$ cat src/rtl/i2s_tx.sv
// I2S (Philips) transmitter: a one-entry stereo sample buffer feeds 64-slot frames
// serialised on a divided bit clock, with WS leading each channel MSB by one bit.
//
// state | meaning
// IDLE  | bit clock, WS and SD held low; buffer still accepts one sample
// RUN   | frames stream continuously; leaving only at a frame boundary
module i2s_tx #(
    parameter int CLK_FREQ     = 50_000_000,
    parameter int I2S_CLK_FREQ = 1_500_000,
    parameter int DATA_SIZE    = 24
) (
    input  logic                 clk,
    input  logic                 rst_n,
    input  logic                 enable,
    input  logic                 sample_valid,
    output logic                 sample_ready,
    input  logic [DATA_SIZE-1:0] sample_left,
    input  logic [DATA_SIZE-1:0] sample_right,
    output logic                 i2s_clk,
    output logic                 i2s_ws,
    output logic                 i2s_sd,
    output logic                 underrun,
    output logic                 busy
);

    localparam int DIV_RAW = CLK_FREQ / (2 * I2S_CLK_FREQ);
    localparam int DIV     = (DIV_RAW < 1) ? 1 : DIV_RAW;
    localparam int DIV_W   = (DIV > 1) ? $clog2(DIV) : 1;
    localparam logic [DIV_W-1:0] DIV_LAST = DIV_W'(DIV - 1);

    typedef enum logic {
        S_IDLE,
        S_RUN
    } state_t;

    state_t                 state_q, state_d;
    logic [DIV_W-1:0]       div_q, div_d;
    logic                   bck_q, bck_d;
    logic                   ws_q, ws_d;
    logic [5:0]             bit_cnt_q, bit_cnt_d;
    logic [63:0]            frame_q, frame_d;
    logic                   buf_full_q, buf_full_d;
    logic [DATA_SIZE-1:0]   buf_l_q, buf_l_d;
    logic [DATA_SIZE-1:0]   buf_r_q, buf_r_d;
    logic                   underrun_q, underrun_d;

    logic                   accept;
    logic                   tick;
    logic                   fall;
    logic                   frame_end;
    logic                   load;
    logic [5:0]             slot_nxt;

    // Each channel is MSB-aligned in its 32-slot half; unused low slots stay zero.
    function automatic logic [63:0] pack_frame(input logic [DATA_SIZE-1:0] l,
                                               input logic [DATA_SIZE-1:0] r);
        logic [31:0] l32;
        logic [31:0] r32;
        l32 = 32'(l) << (32 - DATA_SIZE);
        r32 = 32'(r) << (32 - DATA_SIZE);
        return {l32, r32};
    endfunction

    assign accept    = sample_valid && !buf_full_q;
    assign tick      = (div_q == '0);
    assign fall      = (state_q == S_RUN) && tick && bck_q;
    assign frame_end = fall && (bit_cnt_q == 6'd63);
    assign slot_nxt  = bit_cnt_q + 6'd1;

    always_comb begin
        state_d    = state_q;
        div_d      = div_q;
        bck_d      = bck_q;
        ws_d       = ws_q;
        bit_cnt_d  = bit_cnt_q;
        frame_d    = frame_q;
        buf_full_d = buf_full_q;
        buf_l_d    = buf_l_q;
        buf_r_d    = buf_r_q;
        underrun_d = 1'b0;
        load       = 1'b0;

        case (state_q)
            S_IDLE: begin
                if (enable) load = 1'b1;
            end
            S_RUN: begin
                if (tick) begin
                    div_d = DIV_LAST;
                    bck_d = ~bck_q;
                end else begin
                    div_d = div_q - DIV_W'(1);
                end
                if (frame_end) begin
                    if (enable) begin
                        load = 1'b1;
                    end else begin
                        state_d   = S_IDLE;
                        div_d     = '0;
                        bck_d     = 1'b0;
                        ws_d      = 1'b0;
                        bit_cnt_d = '0;
                        frame_d   = '0;
                    end
                end else if (fall) begin
                    bit_cnt_d = slot_nxt;
                    frame_d   = {frame_q[62:0], 1'b0};
                    ws_d      = (slot_nxt >= 6'd31) && (slot_nxt <= 6'd62);
                end
            end
            default: state_d = S_IDLE;
        endcase

        if (accept) begin
            buf_full_d = 1'b1;
            buf_l_d    = sample_left;
            buf_r_d    = sample_right;
        end

        // A sample arriving on the load edge into an empty buffer bypasses it.
        if (load) begin
            state_d   = S_RUN;
            div_d     = DIV_LAST;
            bck_d     = 1'b0;
            ws_d      = 1'b0;
            bit_cnt_d = '0;
            if (buf_full_q) begin
                frame_d    = pack_frame(buf_l_q, buf_r_q);
                buf_full_d = 1'b0;
            end else if (accept) begin
                frame_d    = pack_frame(sample_left, sample_right);
                buf_full_d = 1'b0;
            end else begin
                frame_d    = '0;
                underrun_d = 1'b1;
            end
        end
    end

    always_ff @(posedge clk or negedge rst_n) begin
        if (!rst_n) begin
            state_q    <= S_IDLE;
            div_q      <= '0;
            bck_q      <= 1'b0;
            ws_q       <= 1'b0;
            bit_cnt_q  <= '0;
            frame_q    <= '0;
            buf_full_q <= 1'b0;
            buf_l_q    <= '0;
            buf_r_q    <= '0;
            underrun_q <= 1'b0;
        end else begin
            state_q    <= state_d;
            div_q      <= div_d;
            bck_q      <= bck_d;
            ws_q       <= ws_d;
            bit_cnt_q  <= bit_cnt_d;
            frame_q    <= frame_d;
            buf_full_q <= buf_full_d;
            buf_l_q    <= buf_l_d;
            buf_r_q    <= buf_r_d;
            underrun_q <= underrun_d;
        end
    end

    assign sample_ready = !buf_full_q;
    assign i2s_clk      = bck_q;
    assign i2s_ws       = ws_q;
    assign i2s_sd       = frame_q[63];
    assign underrun     = underrun_q;
    assign busy         = (state_q == S_RUN);

endmodule

$ cat config.mk
export PLATFORM = sky130hd
export DESIGN_NAME = i2s_tx
export DESIGN_NICKNAME = d
export VERILOG_FILES = /design/src/rtl/i2s_tx.sv
export SDC_FILE = /design/constraint.sdc
export NUM_CORES = 1
export LEC_CHECK = 0
export CAP_MARGIN = 20
export CORE_ASPECT_RATIO = 2
export CORE_UTILIZATION = 60
export CTS_BUF_LIST = sky130_fd_sc_hd__clkbuf_8
export DETAILED_ROUTE_END_ITERATION = 12
export GPL_ROUTABILITY_DRIVEN = 0
export HOLD_SLACK_MARGIN = 0.05
export PLACE_DENSITY_LB_ADDON = 0.3
export SYNTH_ARGS = -nofsm -noshare
export SYNTH_HDL_FRONTEND = slang
export SYNTH_SLANG_ARGS = --single-unit
$ cat constraint.sdc
create_clock -name clk -period 2.5 [get_ports clk]
set_input_delay 0.5 -clock clk [delete_from_list [all_inputs] [get_ports clk]]
set_output_delay 0.5 -clock clk [all_outputs]
set_load 0.01 [all_outputs]
Word-level counts from Yosys, hierarchy flattened
Cells that the tools add are included.
- bitwise operators: 2
- $add $sub $neg: 2
- magnitude comparators: 2
- reduce and logical (&&, ||, !) cells: 10
- muxes and demuxes: 40
- eq/ne operators: 2
- operator list (operator ; count):
    2-to-1 mux 64 bit ; 7
    2-to-1 mux 6 bit ; 5
    2-to-1 mux 1 bit ; 22
    2-to-1 mux 4 bit ; 5
    adder 6 x 1 -> 6 bit (second input constant) ; 1
    == test 6 bit (second input constant) ; 1
    >= comparator 6 x 5 -> 1 bit (second input constant) ; 1
    <= comparator 6 bit (second input constant) ; 1
    logical AND 1 bit ; 5
    zero test 4 bit ; 1
    subtractor 4 x 1 -> 4 bit (second input constant) ; 1
    inequality test 3 x 2 -> 1 bit (second input constant) ; 1
    AND reduction 3 bit ; 1
    nonzero test 3 bit ; 1
    inverter 1 bit ; 2
    case mux 1 bit (2 select lines) ; 1
    nonzero test 2 bit ; 1
    zero test 1 bit ; 1
- register bits after elaboration: 127
- input bits: 52
- logic and storage cells: 68
- output and inout port bits: 6

Longest topological paths before layout
- depth in word-level cells: 8
- depth in mapped cells: 9
- depth with buffers taken out: 7

Least setup slack after synthesis
No wires, ideal clock.
- path kind: reg-to-reg
- start point: register div_q[0]
- end point: register frame_q[34]
- setup slack: 0.737 ns
- arrival: 1.642 ns
- setup time: 0.121 ns
- clock period less this slack: 1.763 ns
- cell stages (with the launch flop): 9
- required time: 2.379 ns
- cell sequence: dfrtp_1 > inv_1 > ha_1 > nor3b_4 > and3_1 > buf_4 > nor2_2 > buf_2 > a22o_1
- cells in the longest elaborated chain, start to end: 8
- elaborated cells between the ends (all ways): 13
- classes of those cells: eq/ne (1); mux (5); reduce/logical (7)
- RTL lines (what ; RTL line ; RTL):
    start: declaration ; 37 ; logic [DIV_W-1:0] div_q, div_d;
    start signal: assignment ; 154 ; div_q <= div_d;
    zero test 4 bit (*) ; 65 ; assign tick = (div_q == '0);
    logical AND 1 bit (*) (2 in a row) ; 66 ; assign fall = (state_q == S_RUN) && tick && bck_q;
    logical AND 1 bit ; 67 ; assign frame_end = fall && (bit_cnt_q == 6'd63);
    2-to-1 mux 1 bit ; 94 ; if (frame_end) begin
    case mux 1 bit (2 select lines) ; 83 ; case (state_q)
    inequality test 3 x 2 -> 1 bit (no source line) (tied with other cells) ; - ;
    AND reduction 3 bit (no source line) ; - ;
    end signal: assignment ; 158 ; frame_q <= frame_d;
    end: declaration ; 41 ; logic [63:0] frame_q, frame_d;
Every way passes the cells marked *; elsewhere a longest branch is shown, timed or not. The select of a mux whose other input is x is not followed.
A chain may end at the register's enable or synchronous reset.

Worst setup path in the final report
- start point: register buf_full_q
- end point: output sample_ready
- cells in the longest elaborated chain, start to end: 1
- RTL lines (what ; RTL line ; RTL):
    start: declaration ; 42 ; logic buf_full_q, buf_full_d;
    start signal: assignment ; 159 ; buf_full_q <= buf_full_d;
    zero test 1 bit ; 166 ; assign sample_ready = !buf_full_q;
    end: declaration ; 16 ; output logic sample_ready,
No other way between the ends.

==> impl_metrics.env <==
export IMPL_grt_pass1_wl_um=22700
export IMPL_syn_to_final_growth_pct=17.7
export IMPL_finalHoldViolCount=0
export IMPL_power_density_nw_per_um2=999
export IMPL_crit_path_max_incr_delay_ns=0.57
export IMPL_max_freq_mhz=466
export IMPL_vias_per_cell=6.40
export IMPL_fin_tns_setup_ns=0
export IMPL_initial_core_util=0.622
export IMPL_cts_root_buffer="clkbuf_8"
export IMPL_cts_clk_slew_worst_paths_ns=0.08
export IMPL_tightest_slew_ns=0.543
export IMPL_cts_buffers=17
export IMPL_layout_nets=693
export IMPL_diodes=0
export IMPL_drt_wl_total_um=13700
export IMPL_postSynth_asyncResetShare=1.00
export IMPL_grt_start_max_net_pins=58
export IMPL_r2r_start="bit_cnt_q[0]"
export IMPL_avgSynthCellArea_um2=10.1
export IMPL_syn_area_um2=6070
export IMPL_p_leak_nw=2.76
export IMPL_cts_sinks=119
export IMPL_vdd_drop_max_v=0.000678
export IMPL_min_to="frame_q[37]"
export IMPL_post_route_util=0.732
export IMPL_required_ns=2.00
export IMPL_yosysUniqueCellTypes=41
export IMPL_r2r_cells=7
export IMPL_ioPinCount=58
export IMPL_period_minus_slack_ns=2.14
export IMPL_path_max_fanout=20
export IMPL_cpMaxStageDelayCell="dfrtp_2"
export IMPL_cp_cell_sequence="inv_1 -> clkdlybuf4s50_1"
export IMPL_drive_gt1_frac=0.171
export IMPL_startpoint_type="flip-flop"
export IMPL_clk_insertion_delay_late_ns=0.44
export IMPL_regToRegSetupSlack_ns=0.43
export IMPL_setup_viol=0
export IMPL_detail_route_antenna_nets=0
export IMPL_clockBufferDepth=2
export IMPL_grt_overflow=0
export IMPL_groute_usage_overall=0.280
export IMPL_vias=5002
export IMPL_syn_nets=656
export IMPL_dp_hpwl_um=8850
export IMPL_h_tree_depth=4
export IMPL_path_class="reg -> out"
export IMPL_relSlewSlack=0.638
export IMPL_clock_skew_ns=0.0154
export IMPL_wl_per_cell_um=17.5
export IMPL_portBuffers=57
export IMPL_antenna_found_initial=0
export IMPL_synth_main_ff_cell="dfrtp_1"
export IMPL_slew_violations=0
export IMPL_dr_first_iter_drc_count=424
export IMPL_drcViolationCount=0
export IMPL_cts_setup_buffers=0
export IMPL_rsz0062_at_grt="no"
export IMPL_core_um2=9760
export IMPL_cap_viol_max_count=0
export IMPL_dieArea_um2=10600
export IMPL_yosys_warnings=0
export IMPL_critPathCaptureType="primary output"
export IMPL_worstHoldPathCells=1
export IMPL_drtPass1Iterations=5
export IMPL_die_x_um=73.1
export IMPL_arrival_ns=1.64
export IMPL_rows=51
export IMPL_synth_seq_cells=119
export IMPL_synth_edf_count=0
export IMPL_fillers=695
export IMPL_die_h_um=144
export IMPL_period_share=0.858
export IMPL_hold_path_class="reg -> reg"
export IMPL_place_ws_ns=0.211
export IMPL_min_from="frame_q[36]"
export IMPL_syn_inst=600
export IMPL_layout_setup_ws_ns=0.355
export IMPL_status="complete, no violations"
export IMPL_cts_tree="yes"
export IMPL_grt_pass1_vias=4942
export IMPL_yosysSeqAreaShare=0.490
export IMPL_r2r_end="frame_q[24]"
==> critical path, delay by kind of cell (launching register included) <==
kind,cells,cell delay [ns]
buffers and inverters,2,0.63
DFF,1,0.57
==> Yosys cell counts, drive strengths merged, types with 2 or more instances <==
cell	count	area (um2)
nor2b	2	12.5
nand3	3	25.0
a22oi	48	360
nor3	4	20.0
dfrtp	119	2980
inv	7	26.3
clkbuf	31	116
buf	27	203
mux2	48	541
o21ai	60	304
a22o	8	70.1
xnor2	3	26.3
o2bb2ai	47	412
nand4	2	12.5
nand2b	2	12.5
nand2	13	48.8
nand3b	2	15.0
a21oi	98	490
ha	4	50.1
nor2	56	218
o22ai	2	12.5
==> layer usage <==
layer / vias up / global-route usage / wire length (um)
met1: 2488 / 0.329 / 5240
met5: - / 0 / 0
met4: 0 / 0.123 / 320
li1: 2288 / - / -
met3: 38 / 0.0676 / 714
met2: 188 / 0.477 / 7440
==> repair_timing <==
action / CTS / global route
endpoints found under the hold margin: 25 / 0
resized for setup: 0 / 1
hold buffers: 1 / 0
setup endpoints to repair: 0 / 12
==> final cells by class <==
cell class              instances  area, um2  area share
multi-input cells             416       2770       0.388
clock buffers                  18        248      0.0347
repair buffers                 76        776       0.109
inverters                       7       26.3     0.00368
flip-flops and latches        119       2980       0.417
well taps                     132        165      0.0231
clock inverters                14        183      0.0256
==> layout by cell type (no fill, tap or decap), drive strengths merged, types with 4 or more instances in the layout <==
master,count
nor2,56
nand2,13
nor3,4
clkinvlp,4
dfrtp,119
clkinv,5
a21oi,98
a22o,8
ha,4
bufinv,4
clkbuf,18
o2bb2ai,47
mux2,48
inv,8
a22oi,48
clkdlybuf4s50,56
o21ai,60
buf,19
==> worst max-delay path by stage <==
stage	end	start	slack [ns]
final	sample_ready	buf_full_q	0.36
after global placement	frame_q[16]	bit_cnt_q[0]	0.30
after floorplan	frame_q[34]	div_q[0]	0.74
after detailed placement	frame_q[22]	bit_cnt_q[0]	0.21
after CTS	frame_q[41]	bit_cnt_q[0]	0.17
after global routing	frame_q[24]	bit_cnt_q[0]	0.26
==> registers in the layout (all words and copies together), names as in the netlist, 4 cells and up <==
| name | count |
|---|---|
| div_q | 4 |
| frame_q | 56 |
| buf_l_q | 24 |
| buf_r_q | 24 |
| bit_cnt_q | 6 |
==> cell families after synthesis <==
| logic type | share of synthesized area |
|---|---|
| fa+ha+maj | 0.00824 |
| simple gates | 0.0661 |
| compound gates | 0.282 |
| buf+inv | 0.0569 |
| xor+xnor | 0.00577 |
| flops | 0.490 |
| mux | 0.0906 |
==> power by group <==
group | switching (mW) | leakage (nW) | internal [mW]
logic | 1.01 | 1.13 | 1.00
registers | 0.518 | 1.43 | 2.73
clock network | 0.779 | 0.212 | 1.10
==> stage by stage <==
stage / total power [mW] / cells / cell area, um2 / hold WS, ns
floorplan: 4.64 / 600 / 6070 / 0.204
global placement: 5.08 / 749 / 6700 / 0.449
detailed placement: 5.27 / 749 / 6700 / 0.453
CTS: 7.17 / 782 / 7140 / 0.509
global route: 7.57 / 782 / 7150 / 0.518
finish: 7.14 / 782 / 7150 / 0.494
Power figures use the tool's default switching activity.
